[src/rtl/alu_seq_pkg.sv]
// Shared types and constants for the ALU instruction sequencer:
// control-step states, opcode classes and IR field positions.
package alu_seq_pkg;

  localparam int unsigned NUM_REGS_DEF   = 16;
  localparam int unsigned REG_ADDR_W_DEF = 4;
  localparam int unsigned OP_W_DEF       = 5;

  localparam int unsigned OPC_LSB = 27;
  localparam int unsigned RA_LSB  = 23;
  localparam int unsigned RB_LSB  = 19;
  localparam int unsigned RC_LSB  = 15;

  localparam int unsigned OP_ROL = 8;
  localparam int unsigned OP_MUL = 15;
  localparam int unsigned OP_DIV = 16;
  localparam int unsigned OP_NEG = 17;
  localparam int unsigned OP_NOT = 18;

  typedef enum logic [3:0] {
    S_IDLE, S_T0, S_T1, S_T1W, S_T2, S_T3, S_T4, S_T5, S_T6
  } state_t;

  typedef enum logic [1:0] {
    CLS_BINARY, CLS_WIDE, CLS_UNARY, CLS_ILLEGAL
  } op_class_t;

  // ADD..ROL are contiguous from zero, so a single upper bound covers them.
  function automatic op_class_t op_class(input int unsigned op);
    if (op <= OP_ROL) return CLS_BINARY;
    if (op == OP_MUL || op == OP_DIV) return CLS_WIDE;
    if (op == OP_NEG || op == OP_NOT) return CLS_UNARY;
    return CLS_ILLEGAL;
  endfunction

endpackage

[src/rtl/alu_instr_sequencer_reg_select_decoder.sv]
// Register index to one-hot select; the range flag ignores the enable so it
// can feed the legality decision that in turn gates the enable.
module reg_select_decoder import alu_seq_pkg::*; #(
  parameter int unsigned NUM_REGS = NUM_REGS_DEF,
  parameter int unsigned ADDR_W   = REG_ADDR_W_DEF
) (
  input  logic                en,
  input  logic [ADDR_W-1:0]   idx,
  output logic [NUM_REGS-1:0] onehot,
  output logic                oor
);

  assign oor    = 32'(idx) >= NUM_REGS;
  assign onehot = (en && !oor) ? (NUM_REGS'(1) << idx) : '0;

endmodule

[src/rtl/alu_instr_sequencer.sv]
// Fetch/execute control-step sequencer for register-format ALU instructions.
// Controls are a Moore decode of the step state plus IR fields.
module alu_instr_sequencer import alu_seq_pkg::*; #(
  parameter int unsigned NUM_REGS   = NUM_REGS_DEF,
  parameter int unsigned REG_ADDR_W = REG_ADDR_W_DEF,
  parameter int unsigned OP_W       = OP_W_DEF
) (
  input  logic                Clock,
  input  logic                clear,
  input  logic                start,
  input  logic                mem_ready,
  input  logic [31:0]         ir_data,
  output logic                pc_out,
  output logic                zlow_out,
  output logic                zhigh_out,
  output logic                mdr_out,
  output logic                mar_in,
  output logic                pc_in,
  output logic                mdr_in,
  output logic                ir_in,
  output logic                y_in,
  output logic                z_in,
  output logic                lo_in,
  output logic                hi_in,
  output logic                inc_pc,
  output logic                read,
  output logic [NUM_REGS-1:0] reg_out,
  output logic [NUM_REGS-1:0] reg_in,
  output logic [OP_W-1:0]     alu_op,
  output logic                busy,
  output logic                done,
  output logic                illegal
);

  state_t state, state_nxt;

  logic [OP_W-1:0]       opcode;
  logic [REG_ADDR_W-1:0] ra, rb, rc, src_idx;
  op_class_t             cls;
  logic                  src_en, ld_en, src_oor, ld_oor, rc_oor, legal;
  logic                  unused_bits;

  assign opcode      = ir_data[OPC_LSB +: OP_W];
  assign ra          = ir_data[RA_LSB +: REG_ADDR_W];
  assign rb          = ir_data[RB_LSB +: REG_ADDR_W];
  assign rc          = ir_data[RC_LSB +: REG_ADDR_W];
  assign unused_bits = ^ir_data[RC_LSB-1:0];
  assign cls         = op_class(32'(opcode));
  assign rc_oor      = 32'(rc) >= NUM_REGS;

  // Legality is only consulted in T3, where the source decoder is looking at Rb.
  assign legal = (cls != CLS_ILLEGAL) && !src_oor
              && !((cls != CLS_WIDE) && ld_oor)
              && !((cls != CLS_UNARY) && rc_oor);

  reg_select_decoder #(.NUM_REGS(NUM_REGS), .ADDR_W(REG_ADDR_W)) u_src_sel (
    .en(src_en), .idx(src_idx), .onehot(reg_out), .oor(src_oor)
  );

  reg_select_decoder #(.NUM_REGS(NUM_REGS), .ADDR_W(REG_ADDR_W)) u_ld_sel (
    .en(ld_en), .idx(ra), .onehot(reg_in), .oor(ld_oor)
  );

  always_ff @(posedge Clock or negedge clear) begin
    if (!clear) state <= S_IDLE;
    else        state <= state_nxt;
  end

  // Next-step and control decode.
  always_comb begin
    state_nxt = state;
    pc_out = 1'b0; zlow_out = 1'b0; zhigh_out = 1'b0; mdr_out = 1'b0;
    mar_in = 1'b0; pc_in = 1'b0; mdr_in = 1'b0; ir_in = 1'b0;
    y_in = 1'b0; z_in = 1'b0; lo_in = 1'b0; hi_in = 1'b0;
    inc_pc = 1'b0; read = 1'b0;
    alu_op = '0; src_en = 1'b0; src_idx = rb; ld_en = 1'b0;
    done = 1'b0; illegal = 1'b0;
    busy = (state != S_IDLE);
    unique case (state)
      S_IDLE: if (start) state_nxt = S_T0;
      S_T0: begin
        pc_out = 1'b1; mar_in = 1'b1; inc_pc = 1'b1; z_in = 1'b1;
        state_nxt = S_T1;
      end
      S_T1: begin
        zlow_out = 1'b1; pc_in = 1'b1;
        state_nxt = S_T1W;
      end
      S_T1W: begin
        read = 1'b1; mdr_in = 1'b1;
        if (mem_ready) state_nxt = S_T2;
      end
      S_T2: begin
        mdr_out = 1'b1; ir_in = 1'b1;
        state_nxt = S_T3;
      end
      S_T3: begin
        if (!legal) begin
          illegal   = 1'b1;
          state_nxt = S_IDLE;
        end else if (cls == CLS_UNARY) begin
          src_en = 1'b1; alu_op = opcode; z_in = 1'b1;
          state_nxt = S_T5;
        end else begin
          src_en = 1'b1; y_in = 1'b1;
          state_nxt = S_T4;
        end
      end
      S_T4: begin
        src_en = 1'b1; src_idx = rc; alu_op = opcode; z_in = 1'b1;
        state_nxt = S_T5;
      end
      S_T5: begin
        zlow_out = 1'b1;
        if (cls == CLS_WIDE) begin
          lo_in     = 1'b1;
          state_nxt = S_T6;
        end else begin
          ld_en     = 1'b1;
          done      = 1'b1;
          state_nxt = S_IDLE;
        end
      end
      S_T6: begin
        zhigh_out = 1'b1; hi_in = 1'b1; done = 1'b1;
        state_nxt = S_IDLE;
      end
      default: state_nxt = S_IDLE;
    endcase
  end

endmodule

[config.mk]
export PLATFORM = sky130hd
export DESIGN_NAME = alu_instr_sequencer
export DESIGN_NICKNAME = d
export VERILOG_FILES = /design/src/rtl/alu_seq_pkg.sv /design/src/rtl/alu_instr_sequencer_reg_select_decoder.sv /design/src/rtl/alu_instr_sequencer.sv
export SDC_FILE = /design/constraint.sdc
export NUM_CORES = 1
export LEC_CHECK = 0
export BUFFER_PORTS_ARGS = -buffer_cell sky130_fd_sc_hd__buf_2
export CAP_MARGIN = 20
export CORE_MARGIN = 4
export CORE_UTILIZATION = 33
export CTS_CLUSTER_DIAMETER = 40
export DETAILED_ROUTE_END_ITERATION = 7
export GPL_ROUTABILITY_DRIVEN = 0
export PLACE_DENSITY = 0.79
export SKIP_CTS_REPAIR_TIMING = 1
export SLEW_MARGIN = 30
export SYNTH_ARGS = -nofsm -noshare
export SYNTH_HDL_FRONTEND = slang
export SYNTH_SLANG_ARGS = --single-unit
export TNS_END_PERCENT = 5
[constraint.sdc]
create_clock -name Clock -period 1.52 [get_ports Clock]
set_input_delay 0.076 -clock Clock [delete_from_list [all_inputs] [get_ports Clock]]
set_output_delay 0.076 -clock Clock [all_outputs]
set_load 0.03 [all_outputs]
==> results.json <==
{
  "status": "complete, but fails checks",
  "violations": "setup timing",
  "internal_power_uw": 890,
  "yosys_warnings": 0,
  "p_seq_share_pct": 8.3,
  "min_path_cells": 3,
  "drtIter0Drc": 55,
  "cts_max_level": 1,
  "layout_setup_ws_ns": -0.454,
  "ys.flop_type": "dfrtp_1",
  "grt_pass1_vias": 1087,
  "synthCells": 144,
  "grt_max_degree": 12,
  "register_area_um2": 100,
  "start_util_pct": 34.1,
  "r2r-start": "state[1]$_DFFE_PN0P_",
  "cts_root_buf": "clkbuf_4",
  "max_stage_delay_ns": 0.39,
  "path_cells": "and4bb_2, buf_12, mux2i_2, nand2_1, nor2_2, buf_2",
  "core_area_um2": 2730,
  "syn_nets": 180,
  "period_minus_slack_ns": 1.97,
  "whs_ns": 0.147,
  "hold_violations": 0,
  "post-place-ws_ns": -0.350,
  "rows": 19,
  "grt.overflow.total": 0,
  "layout_common_cells": "buf_4, buf_2, nor2_1",
  "n_antenna_cell": 0,
  "cts_tree": "done",
  "async_reset_ff_share_pct": 100,
  "clkTransAtPathRegs_ns": 0.04,
  "areaGrowthSynthToFinish_pct": 90.6,
  "largest_reg_flops": 4,
  "syn_area_um2": 933,
  "finalWirelength_um": 3250,
  "largest_register": "state",
  "drtPass1Iterations": 4,
  "reg2reg_depth": 7,
  "slew_violations": 0,
  "path_class": "reg2out",
  "tightest_slew_ns": 0.500,
  "reg2reg_slack_ns": -0.12,
  "io_pins": 90,
  "skew_ns": 0.00545,
  "multiInputGateArea_um2": 970,
  "power_density_nw_per_um2": 1120,
  "ir_drop_uv": 1060,
  "routed-via-count": 1297,
  "die_x_um": 61.2,
  "cp.required_ns": 1.44,
  "clockBufferDepth": 2,
  "antenna_found_initial": 0,
  "avgSynthCellArea_um2": 6.48,
  "rsz0062_at_grt": "yes",
  "max_freq_mhz": 507,
  "maxCapViolations": 0,
  "worstReg2RegEnd": "state[2]$_DFFE_PN0P_",
  "p_sw_share_pct": 55.5,
  "ant_nets": 0,
  "crit_buf_inv": 2,
  "final_nets": 266,
  "gr-usage-all-layers_pct": 15.3,
  "setup_viol_count_final": 42,
  "critPathSlowestCell": "dfrtp_1",
  "clock_power_share_pct": 6.5,
  "power_frac_comb_pct": 85.2,
  "min_to": "state[0]$_DFFE_PN0P_",
  "worstPathMaxFanout": 8,
  "post-route-period-util_pct": 130,
  "ys_types": 38,
  "hold_class": "in2reg",
  "cp.arrival_ns": 1.90,
  "path_delay_family": "simple AND/OR/NAND/NOR gates",
  "reg_top3": "state: 4 flops",
  "final_common_cell": "buf_4",
  "dieArea_um2": 3740,
  "worstHoldStart": "start",
  "relSlewSlack_pct": 66.4,
  "p_leak_uw": 0.000804,
  "clock_latency_ns": 0.23,
  "synth_edf_count": 0,
  "cp-start-kind": "register",
  "wire_per_inst_um": 12.6,
  "clock-sinks": 4,
  "numCtsBuffers": 3,
  "die_y_um": 61.2,
  "dpl.hpwl_um": 2540,
  "port_buffers": 74,
  "drive_gt1_share_pct": 60.1,
  "cp-end-kind": "primary output",
  "ys_seq_area_share_pct": 10.7,
  "fillers": 244,
  "post_drt_via_cell_ratio": 5.01,
  "grt_pass1_wl_um": 4420,
  "drc_errors": 0,
  "ys_ff_latch": 4,
  "p_sw_uw": 1110
}
-- cells in the mapped netlist, types with 2 or more instances --
library cell,number,share of area [%]
a2111oi_1,2,2.1
a2111oi_2,2,3.2
a21o_1,2,1.6
a21oi_1,5,2.7
a31oi_1,2,1.3
and2_1,3,2.0
and3_1,2,1.3
buf_2,2,1.1
buf_4,6,4.8
clkbuf_1,2,0.80
dfrtp_1,4,11
inv_1,5,2.0
mux2_2,2,2.4
mux2i_1,4,4.3
nand2_1,14,5.6
nand2b_1,9,6.0
nand3_1,3,1.6
nand3b_1,2,1.6
nor2_1,40,16
nor2b_1,5,3.4
nor3_1,7,3.8
nor3_2,2,2.1
o21ai_0,3,1.6
or2_2,2,1.3
-- cell families (layout without fill, tap and decap cells) --
logic type,Yosys count,after routing,synth area share [%]
and+or+nand+nor,95,95,53.3
AOI/OAI and AO/OA,22,22,18.4
muxes,6,6,6.70
DFF,4,4,10.7
buffers and inverters,16,100,9.92
xor gates and xnor gates,1,1,0.939
-- metrics by stage --
stage / setup TNS, ns / cells / power [uW] / util [%] / instance area, um2
floorplan: -7.85 / 144 / 1320 / - / 1070
global placement: -8.21 / 254 / 1680 / 56.2 / 1540
detailed placement: -9.20 / 254 / 1690 / 56.2 / 1540
CTS: -19.53 / 257 / 1830 / 57.1 / 1560
global route: -20.40 / 259 / 2160 / 65.1 / 1780
finish: -14.66 / 259 / 2000 / 65.1 / 1780
-- power groups by stage --
stage	Clock, uW	Combinational (uW)	Sequential (uW)
6_report	129	1700	166
3_3_place_gp	0	1510	165
2_1_floorplan	0	1150	172
5_1_grt	149	1840	168
4_1_cts	136	1520	166
3_5_place_dp	0	1520	167
-- worst max path at each step --
stage	end	startpoint	cells past startpoint
after floorplan	reg_out[11]	state[1]$_DFFE_PN0P_	5
after global placement	alu_op[1]	state[1]$_DFFE_PN0P_	7
after detailed placement	alu_op[1]	state[1]$_DFFE_PN0P_	7
after CTS	alu_op[1]	state[1]$_DFFE_PN0P_	7
after global routing	reg_out[9]	state[3]$_DFFE_PN0P_	6
final	reg_out[5]	state[3]$_DFFE_PN0P_	6
-- worst min-delay path, cell delays in order --
cell,delay [ns]
buf_2,0.09
o41ai_1,0.05
a21oi_1,0.11
-- per-layer routing --
layer  vias up  track usage [%]  wire length (um)
li1        665                -                 -
met1       580             19.8              1270
met3         4             2.94               295
met5         -                0                 0
met2        48             25.7              1650
met4         0             4.33                33
-- area by class of cell --
| type | instances | share of cell area [%] |
|---|---|---|
| multi-input cells | 124 | 54.5 |
| clock buffers | 3 | 1.27 |
| well taps | 31 | 2.18 |
| inverters | 5 | 1.05 |
| repair buffers | 92 | 35.4 |
| flip-flops and latches | 4 | 5.63 |
(Power assumes the default switching activity.)
